===== config.mk =====
export PLATFORM = sky130hd
export DESIGN_NAME = lcd_spi_rx_decoder
export DESIGN_NICKNAME = d
export VERILOG_FILES = /design/src/rtl/lcd_spi_rx_decoder.sv
export SDC_FILE = /design/constraint.sdc
export NUM_CORES = 1
export LEC_CHECK = 0
export CORE_UTILIZATION = 50
export DETAILED_ROUTE_END_ITERATION = 8
export PLACE_DENSITY = 0.86
export RECOVER_POWER = 100
export SETUP_SLACK_MARGIN = 0.15
export SLEW_MARGIN = 0
export SYNTH_ARGS = -nofsm -noshare
export SYNTH_HDL_FRONTEND = slang
export SYNTH_SLANG_ARGS = --single-unit
export TNS_END_PERCENT = 50

===== constraint.sdc =====
create_clock -name i_sys_clk_50MHz -period 2.55 [get_ports i_sys_clk_50MHz]
set_clock_uncertainty 0.1 [all_clocks]
set_input_delay 0.765 -clock i_sys_clk_50MHz [delete_from_list [all_inputs] [get_ports i_sys_clk_50MHz]]
set_output_delay 0.765 -clock i_sys_clk_50MHz [all_outputs]
set_load 0.005 [all_outputs]

===== src/rtl/lcd_spi_rx_decoder.sv =====
// lcd_spi_rx_decoder: receive-side model of the 4-wire LCD SPI link.
// Oversamples cs/dc/sclk/mosi on the system clock, rebuilds MSB-first bytes
// and decodes the CASET/RASET/RAMWR command stream into per-pixel writes.
// Optional statistics counters are built when LCD_RX_STATS_EN is defined;
// otherwise the stat ports are tied to zero.
module lcd_spi_rx_decoder #(
  parameter int H_RES = 240,
  parameter int V_RES = 320
) (
  input  logic        i_sys_clk_50MHz,
  input  logic        i_sys_rst,
  input  logic        i_lcd_cs,
  input  logic        i_lcd_dc,
  input  logic        i_lcd_sclk,
  input  logic        i_lcd_mosi,
  output logic        o_byte_valid,
  output logic [7:0]  o_byte_data,
  output logic        o_byte_dc,
  output logic        o_cmd_valid,
  output logic [7:0]  o_cmd_code,
  output logic        o_pix_valid,
  output logic [15:0] o_pix_x,
  output logic [15:0] o_pix_y,
  output logic [15:0] o_pix_data,
  output logic        o_frame_done,
  output logic        o_rx_err,
  output logic [15:0] o_stat_cmd_cnt,
  output logic [31:0] o_stat_pix_cnt
);

  localparam logic [7:0] CMD_CASET = 8'h2A;
  localparam logic [7:0] CMD_RASET = 8'h2B;
  localparam logic [7:0] CMD_RAMWR = 8'h2C;

  typedef enum logic [2:0] {
    S_CMD,
    S_CASET,
    S_RASET,
    S_ARGS,
    S_RAMWR
  } state_t;

  // Synchroniser stages, bit order {cs, dc, sclk, mosi}
  logic [3:0]  r_syncMeta;
  logic [3:0]  r_syncOut;
  logic        r_sclkPrev;

  logic        w_csSync;
  logic        w_dcSync;
  logic        w_sclkSync;
  logic        w_mosiSync;
  logic        w_sclkRise;
  logic        w_byteDone;
  logic [7:0]  w_byteNext;

  logic [2:0]  r_bitCnt;
  logic [7:0]  r_shift;

  state_t      r_state;
  state_t      w_stateNext;
  logic        w_cmdHit;
  logic        w_loadArg;
  logic        w_ramwrStart;
  logic        w_pixByte;

  logic [1:0]  r_argIdx;
  logic [15:0] r_xStart;
  logic [15:0] r_xEnd;
  logic [15:0] r_yStart;
  logic [15:0] r_yEnd;
  logic [15:0] r_curX;
  logic [15:0] r_curY;
  logic        r_half;
  logic [7:0]  r_first;
  logic [15:0] r_pendData;
  logic        r_pixPend;

  assign w_csSync   = r_syncOut[3];
  assign w_dcSync   = r_syncOut[2];
  assign w_sclkSync = r_syncOut[1];
  assign w_mosiSync = r_syncOut[0];
  assign w_sclkRise = w_sclkSync & ~r_sclkPrev;
  assign w_byteDone = w_sclkRise & ~w_csSync & (r_bitCnt == 3'd7);
  assign w_byteNext = {r_shift[6:0], w_mosiSync};

  // Two-flop synchronisers for the asynchronous pins plus sclk history for edge detect
  always_ff @(posedge i_sys_clk_50MHz) begin
    if (i_sys_rst) begin
      r_syncMeta <= 4'b1000;
      r_syncOut  <= 4'b1000;
      r_sclkPrev <= 1'b0;
    end else begin
      r_syncMeta <= {i_lcd_cs, i_lcd_dc, i_lcd_sclk, i_lcd_mosi};
      r_syncOut  <= r_syncMeta;
      r_sclkPrev <= w_sclkSync;
    end
  end

  // Deserialiser: shift on sclk rise while selected, flag partial bytes when cs rises
  always_ff @(posedge i_sys_clk_50MHz) begin
    if (i_sys_rst) begin
      r_bitCnt     <= 3'd0;
      r_shift      <= 8'd0;
      o_byte_valid <= 1'b0;
      o_byte_data  <= 8'd0;
      o_byte_dc    <= 1'b0;
      o_rx_err     <= 1'b0;
    end else begin
      o_byte_valid <= 1'b0;
      o_rx_err     <= 1'b0;
      if (w_csSync) begin
        r_bitCnt <= 3'd0;
        o_rx_err <= (r_bitCnt != 3'd0);
      end else if (w_sclkRise) begin
        r_shift  <= w_byteNext;
        r_bitCnt <= r_bitCnt + 3'd1;
        if (r_bitCnt == 3'd7) begin
          o_byte_valid <= 1'b1;
          o_byte_data  <= w_byteNext;
          o_byte_dc    <= w_dcSync;
        end
      end
    end
  end

  // Decoder state register
  always_ff @(posedge i_sys_clk_50MHz) begin
    if (i_sys_rst) begin
      r_state <= S_CMD;
    end else begin
      r_state <= w_stateNext;
    end
  end

  // Decoder next state: command bytes always restart decoding, data bytes depend on state
  always_comb begin
    w_stateNext  = r_state;
    w_cmdHit     = 1'b0;
    w_loadArg    = 1'b0;
    w_ramwrStart = 1'b0;
    w_pixByte    = 1'b0;
    if (w_byteDone) begin
      if (!w_dcSync) begin
        w_cmdHit = 1'b1;
        case (w_byteNext)
          CMD_CASET: w_stateNext = S_CASET;
          CMD_RASET: w_stateNext = S_RASET;
          CMD_RAMWR: begin
            w_stateNext  = S_RAMWR;
            w_ramwrStart = 1'b1;
          end
          default:   w_stateNext = S_ARGS;
        endcase
      end else begin
        case (r_state)
          S_CASET, S_RASET: begin
            w_loadArg = 1'b1;
            if (r_argIdx == 2'd3) begin
              w_stateNext = S_CMD;
            end
          end
          S_RAMWR: w_pixByte = 1'b1;
          default: ;
        endcase
      end
    end
  end

  // Decoder datapath: window registers, pixel assembly and address walk
  always_ff @(posedge i_sys_clk_50MHz) begin
    if (i_sys_rst) begin
      o_cmd_valid  <= 1'b0;
      o_cmd_code   <= 8'd0;
      o_pix_valid  <= 1'b0;
      o_pix_x      <= 16'd0;
      o_pix_y      <= 16'd0;
      o_pix_data   <= 16'd0;
      o_frame_done <= 1'b0;
      r_argIdx     <= 2'd0;
      r_xStart     <= 16'd0;
      r_xEnd       <= 16'(H_RES - 1);
      r_yStart     <= 16'd0;
      r_yEnd       <= 16'(V_RES - 1);
      r_curX       <= 16'd0;
      r_curY       <= 16'd0;
      r_half       <= 1'b0;
      r_first      <= 8'd0;
      r_pendData   <= 16'd0;
      r_pixPend    <= 1'b0;
    end else begin
      o_cmd_valid  <= 1'b0;
      o_pix_valid  <= 1'b0;
      o_frame_done <= 1'b0;

      if (r_pixPend) begin
        r_pixPend   <= 1'b0;
        o_pix_valid <= 1'b1;
        o_pix_x     <= r_curX;
        o_pix_y     <= r_curY;
        o_pix_data  <= r_pendData;
        if (r_curX == r_xEnd) begin
          r_curX <= r_xStart;
          if (r_curY == r_yEnd) begin
            r_curY       <= r_yStart;
            o_frame_done <= 1'b1;
          end else begin
            r_curY <= r_curY + 16'd1;
          end
        end else begin
          r_curX <= r_curX + 16'd1;
        end
      end

      if (w_cmdHit) begin
        o_cmd_valid <= 1'b1;
        o_cmd_code  <= w_byteNext;
        r_argIdx    <= 2'd0;
        r_half      <= 1'b0;
      end

      if (w_ramwrStart) begin
        r_curX <= r_xStart;
        r_curY <= r_yStart;
      end

      if (w_loadArg) begin
        r_argIdx <= r_argIdx + 2'd1;
        if (r_state == S_RASET) begin
          case (r_argIdx)
            2'd0:    r_yStart[15:8] <= w_byteNext;
            2'd1:    r_yStart[7:0]  <= w_byteNext;
            2'd2:    r_yEnd[15:8]   <= w_byteNext;
            default: r_yEnd[7:0]    <= w_byteNext;
          endcase
        end else begin
          case (r_argIdx)
            2'd0:    r_xStart[15:8] <= w_byteNext;
            2'd1:    r_xStart[7:0]  <= w_byteNext;
            2'd2:    r_xEnd[15:8]   <= w_byteNext;
            default: r_xEnd[7:0]    <= w_byteNext;
          endcase
        end
      end

      if (w_pixByte) begin
        if (!r_half) begin
          r_first <= w_byteNext;
          r_half  <= 1'b1;
        end else begin
          r_half     <= 1'b0;
          r_pendData <= {r_first, w_byteNext};
          r_pixPend  <= 1'b1;
        end
      end
    end
  end

`ifdef LCD_RX_STATS_EN
  logic [15:0] r_statCmdCnt;
  logic [31:0] r_statPixCnt;

  // Saturating command and pixel counters, cleared only by reset
  always_ff @(posedge i_sys_clk_50MHz) begin
    if (i_sys_rst) begin
      r_statCmdCnt <= 16'd0;
      r_statPixCnt <= 32'd0;
    end else begin
      if (o_cmd_valid && (r_statCmdCnt != 16'hFFFF)) begin
        r_statCmdCnt <= r_statCmdCnt + 16'd1;
      end
      if (o_pix_valid && (r_statPixCnt != 32'hFFFF_FFFF)) begin
        r_statPixCnt <= r_statPixCnt + 32'd1;
      end
    end
  end

  assign o_stat_cmd_cnt = r_statCmdCnt;
  assign o_stat_pix_cnt = r_statPixCnt;
`else
  assign o_stat_cmd_cnt = 16'd0;
  assign o_stat_pix_cnt = 32'd0;
`endif

endmodule


==> impl_results.md, run 1 <==
* Slew HR at 32.95%
* DR vias at between 7000 and 8000
* Clock Tree Buf Depth at 3
* Clock tree from TritonCTS: done
* Die height at 139.1 µm
* Port Buf Inserts at 75
* WP data required at 2810 ps
* Syn avg cell area at 8.944 µm²
* Yosys cell types at 56
* Overflow after GRT at 0
* Commonest non-fill, non-tap cell in the layout: dfxtp_1
* Detailed Route WL at between 20 and 25 mm
* Dpl hpwl at 14.84 mm
* NumNets Final at 1156
* Final Hold Viols at 0
* DRT Pass-1 Iters at 8
* Area Growth Syn to Fin at 20.22%
* Post-detailed-route DRC marker count at 7
* Failing checks: design-rule violations
* Drt via density at 5.674
* Most frequent cells in the layout: dfxtp_1 (210), nor2_1 (132), mux2i_1 (103)
* Vias in the first global route at 7302
* Yosys warns at 0
* Rows at 49
* Root buffer cell: clkbuf_16
* Antenna-violating nets left at 0
* Final period util at 93.30%
* Syn Inst Count at 1051
* Final Non-Filler Cells at 1385
* Data arrival, critical path at between 2000 and 3000 ps
* WHS Path Cells at 1
* Worst setup EP type: register
* Clock Latency Late Sink at 510 ps
* Die area at 0.01935 mm²
* # fillers at 1484
* Fin area at between 0.01 and 0.015 mm²
* Max IR drop VDD at approximately 0.50 mV
* Max-cap violations at 0
* Worst hold path type: reg2reg
* Synthesized flop and latch total at 216
* Largest net degree at the start of global routing at 65
* Diode count at 0
* Starting Density at slightly above 50%
* All-layer global routing usage at 23.18%
* P_leak at 4.621 nW
* Placer Congestion at 0.9120
* Core ar. at ~0.018 mm²
* Final setup violation count at 0
* Synth Flop Type: dfxtp_1
* Final slew viol count at 0
* Post-Syn Area at 0.009400 mm²
* Setup CP Type: reg2reg
* CTS clock-pin slew for the worst setup and hold paths at 60 ps
* CTS H-tree depth at 1
* Critical path peak fanout at 17
* Status: complete, but fails checks
* First-pass GRT wire length at 36.92 mm
* P per Cell Area at 611.1 mW/mm²
* Fmax at 420.3 MHz
* Placed insts at between 1000 and 1500
* RSZ-0062 raised after global routing: no
* Top Ports at 124
* Die X at 139.1 µm
* Post-synth EDFFs at 0
* Sequential area share after synthesis at 46.00%
* Worst-Margin Slew at between 1000 and 1500 ps
* Layout cells sized above 1 at 11.68%
* DP Area at around 0.010 mm²
* DRT iter0 DRCs at between 600 and 700
* Async S/R FF share, synth at 0%
* Initial antenna violation count at 0
* Total power at 0.006906 W
* R2r worst-path depth at 8
* Startpoint types: register
* WL/cell at approximately 17 µm
* Cts bufs inserted at 23
* Period minus WS final at 2379 ps
* CTS Sinks at 216
## logic make-up after synthesis
kind of cell               after synthesis  synth area share, %
AOI/OAI and AO/OA                      142                9.384
xor gates and xnor gates                45                4.193
muxes                                  105                11.21
buffers and inverters                  143                7.986
DFF                                    216                46.00
adders and majority gates               10                1.331
and+or+nand+nor                        389                19.86
other                                    1              0.03989
## registers in the layout (all words and copies together) (netlist names), 8 cells and up
name         count
o_pix_data      16
o_pix_x         16
o_pix_y         16
r_curX          16
r_curY          16
r_pendData      16
r_xEnd          16
r_xStart        16
r_yEnd          16
r_yStart        16
o_byte_data      8
o_cmd_code       8
r_first          8
## Yosys cell counts (10+ instances only)
| master | n | area [µm²] |
|---|---|---|
| o21ai_0 | 11 | 55.05 |
| and3_1 | 18 | 112.6 |
| nor2b_1 | 12 | 75.07 |
| buf_2 | 15 | 75.07 |
| ha_1 | 10 | 125.1 |
| a211o_1 | 14 | 122.6 |
| a21oi_1 | 79 | 395.4 |
| o32ai_1 | 11 | 96.34 |
| clkbuf_1 | 58 | 217.7 |
| inv_1 | 17 | 63.81 |
| dfxtp_1 | 216 | 4324 |
| a211oi_1 | 12 | 90.09 |
| nor3_1 | 11 | 55.05 |
| nor2_1 | 132 | 495.5 |
| nand3_1 | 58 | 290.3 |
| nand2_1 | 97 | 364.1 |
| nand4_1 | 18 | 112.6 |
| buf_4 | 48 | 360.4 |
| mux2i_1 | 103 | 1031 |
| xnor2_1 | 41 | 359.1 |
## where the power goes
group | total [W] | internal, W | switching [W]
logic | 0.000124 | 0.0000310 | 0.0000932
clock network | 0.00339 | 0.00206 | 0.00133
registers | 0.00339 | 0.00338 | 0.00000692
## through the flow
step                setup WS [ps]  util, %  TNS, ps  hold WS [ps]
finish                      170.8    62.06        0         305.3
global route                91.53    62.06        0         323.9
CTS                         118.9    61.55        0         311.3
detailed placement         -184.1    57.01    -2441         298.1
global placement           -57.30    57.01   -650.7         296.6
floorplan                   181.1        -        0         289.5
## routing by layer
metal / vias to the layer above / share of wire (%) / GRT usage [%]
li1: 3677 / - / -
met1: 3718 / 41 / 30.24
met2: 397 / 47 / 38.57
met3: 66 / 9.4 / 4.454
met4: 0 / 2.6 / 7.485
met5: - / 0 / 0
## area by class of cell
class / count / area [µm²] / area share [%]
multi-input combinational: 739 / 4579 / 40.52
sequential: 216 / 4334 / 38.35
timing repair buffer: 143 / 1261 / 11.16
clock buffer: 34 / 686.9 / 6.078
tap: 229 / 286.5 / 2.535
clock inverter: 7 / 88.84 / 0.7861
inverter: 17 / 63.81 / 0.5647
## final timing paths
path | from | to | slack [ps]
hold / removal | r_syncMeta[3] | r_syncOut[3] | 310
setup reg to reg | r_sclkPrev | r_curY[5] | 170
hold reg to reg | r_syncMeta[3] | r_syncOut[3] | 310
setup / recovery | r_sclkPrev | r_curY[5] | 170
## worst max-delay path: stages (launching register included)
cell	delay [ps]
dfxtp_1	350
or3b_4	430
or2_0	270
nor3_2	300
buf_6	210
a21oi_2	60
buf_4	220
a22oi_1	200
a21oi_1	90
## repair_timing
action | CTS | global route
hold buffers | 0 | 0
endpoints found under the setup margin | 81 | 109
buffers inserted | 3 | 10
cloned | 0 | 1
pin swaps | 2 | 12
gates resized for setup | 6 | 26
Power figures use the tool's default switching activity.
==> run 2: changes to the inputs <==
- CELL_PAD_IN_SITES_DETAIL_PLACEMENT: unset -> 1
- CELL_PAD_IN_SITES_GLOBAL_PLACEMENT: unset -> 1
- CORE_UTILIZATION: 50 -> 38
==> impl_results.md, run 2 (synthesized netlist as in run 1, its figures left out) <==
* Final Util at 46.85% (-15 points)
* Die height at 159.3 µm (+14%)
* WL/cell at 18.37 µm (+10%)
* First-pass GRT wire length at 42.67 mm (+16%)
* Final period util at 94.43% (+1.1 points)
* Antenna-violating nets left at 0 (unchanged)
* Max-cap violations at 0 (unchanged)
* Die X at 159.3 µm (+14%)
* Overflow after GRT at 0 (unchanged)
* Hold path startpoint: r_syncMeta[3]
* Reg2reg start: r_curY[11]
* Max IR drop VDD at 0.4560 mV (-9.5%)
* Clock Tree Buf Depth at 3 (unchanged)
* Hold-fix buffers at CTS at 0 (unchanged)
* Final Non-Filler Cells at 1477 (+6.6%)
* Total power at 0.006937 W (+0.44%)
* R2r worst-path depth at 8 (unchanged)
* DP Area at 0.01050 mm² (+1.2%)
* Post-detailed-route DRC marker count at 0 (-7)
* Diode count at 0 (unchanged)
* Period minus WS final at 2408 ps (+28.79 ps)
* Die area at 0.02537 mm² (+31%)
* RSZ-0062 raised after global routing: yes
* Fmax at 415.3 MHz (-1.2%)
* Final Hold Viols at 0 (unchanged)
* DR vias at 7777 (-1.0%)
* Setup CP Type: reg2reg
* Worst-Margin Slew at 1290 ps (+284.5 ps)
* DRT iter0 DRCs at 452 (-26%)
* All-layer global routing usage at 20.71% (-2.5 points)
* P per Cell Area at 608.8 mW/mm² (-0.39%)
* Fin area at 0.01139 mm² (+0.83%)
* Final slew viol count at 0 (unchanged)
* Final setup violation count at 0 (unchanged)
* Port Buf Inserts at 75 (unchanged)
* Final WS setup at 142.0 ps (-28.79 ps)
* Most frequent cells in the layout: dfxtp_1 (211), nor2_1 (133), mux2i_1 (103)
* Startpoint types: register
* WP data required at 2880 ps (+70 ps)
* Top Ports at 124 (unchanged)
* Largest net degree at the start of global routing at 71 (+9.2%)
* Hold path endpoint: r_syncOut[3]
* Cts bufs inserted at 24 (+4.3%)
* Status: finished, final reports clean
* Worst hold path type: reg2reg
* Layout cells sized above 1 at 11.27% (-0.40 points)
* Worst setup EP type: register
* Rows at 57 (+16%)
* Clock tree from TritonCTS: done
* Data arrival, critical path at 2740 ps (+110 ps)
* P_leak at 4.646 nW (+0.53%)
* WHS Path Cells at 1 (unchanged)
* Clock Latency Late Sink at 520 ps (about the same)
* CTS clock-pin slew for the worst setup and hold paths at 60 ps (about the same)
* Core ar. at 0.02432 mm² (+34%)
* Initial antenna violation count at 0 (unchanged)
* Root buffer cell: clkbuf_16
* R2r endpoint: r_curY[1]
* Detailed Route WL at 27.13 mm (+18%)
* Vias in the first global route at 7856 (+7.6%)
* Reg-to-reg setup timing slack at 140 ps (-30 ps)
* DRT Pass-1 Iters at 4 (-4)
* CTS H-tree depth at 1 (unchanged)
* Area Growth Syn to Fin at 21.22%
* Placer Congestion at 0.8275 (-9.3%)
* Drt via density at 5.265 (-7.2%)
* Critical path peak fanout at 25 (+8)
* Starting Density at 38.65% (-13 points)
* Place WS at -89.58 ps (+94.54 ps)
* Dpl hpwl at 17.82 mm (+20%)
* Placed insts at 1427 (+7.3%)
* CTS Sinks at 216 (unchanged)
* NumNets Final at 1154 (-0.17%)
* Commonest non-fill, non-tap cell in the layout: dfxtp_1
* Slew HR at 13.99% (-19 points)
-- run 2: cell types whose count changed in the layout (fill, tap and decap cells not counted), moves of 2 or more --
cell	before	now
clkbuf_4	3	0
nand2_1	95	92
nand2_2	2	4
dfxtp_4	1	3
dfxtp_2	5	2
-- run 2: worst max path at each step --
stage                            from         end  depth (start not counted)
after CTS                 r_bitCnt[1]   r_xEnd[1]                          8
after global placement    r_bitCnt[1]  r_first[1]                          8
after global routing       r_curY[11]   r_curY[5]                          7
after detailed placement  r_bitCnt[1]  r_first[6]                          8
final                      r_curY[11]   r_curY[1]                          8
after floorplan           r_bitCnt[1]   r_xEnd[9]                         10
-- run 2: layer usage --
metal	global-route usage, %	wire length [µm]	up-vias
met5	0	0	-
met4	6.643	546	0
met3	3.230	1256	37
met2	34.99	13230	200
met1	27.02	12090	3865
li1	-	-	3675
-- run 2: metrics by stage --
step / setup TNS (ps) / hold slack [ps]
finish: 0 / 305.5
global route: 0 / 310.6
detailed placement: -575.5 / 301.4
global placement: 0 / 292.3
CTS: 0 / 307.5
floorplan: 0 / 289.5
-- run 2: what timing repair did --
item / 4_1_cts / 5_1_grt
setup buffers: 0 / 9
gates resized for setup: 4 / 26
cloned: 0 / 0
pin swaps: 1 / 6
endpoints found under the setup margin: 86 / 114
-- run 2: area by class of cell --
class	instances	area (µm²)
Multi-Input combinational cell	739	4566
Clock inverter	6	68.82
Clock buffer	35	711.9
Tap cell	324	405.4
Timing Repair Buffer	140	1241
Sequential cell	216	4338
Inverter	17	63.81
Fill cell	2790	12920
-- run 2: worst max-delay path, stage by stage, from the launching register on --
cell and delay, ps:
dfxtp_1 370, xnor2_1 280, nand4_1 180, nor4_2 490, buf_4 240, nor2_1 70, buf_6 190, mux2i_1 150
a211oi_1 240
-- run 2: power by group --
group / switching (W) / internal, W
Combinational: 0.0000931 / 0.0000297
Sequential: 0.00000912 / 0.00338
Clock: 0.00140 / 0.00203
Total: 0.00150 / 0.00544
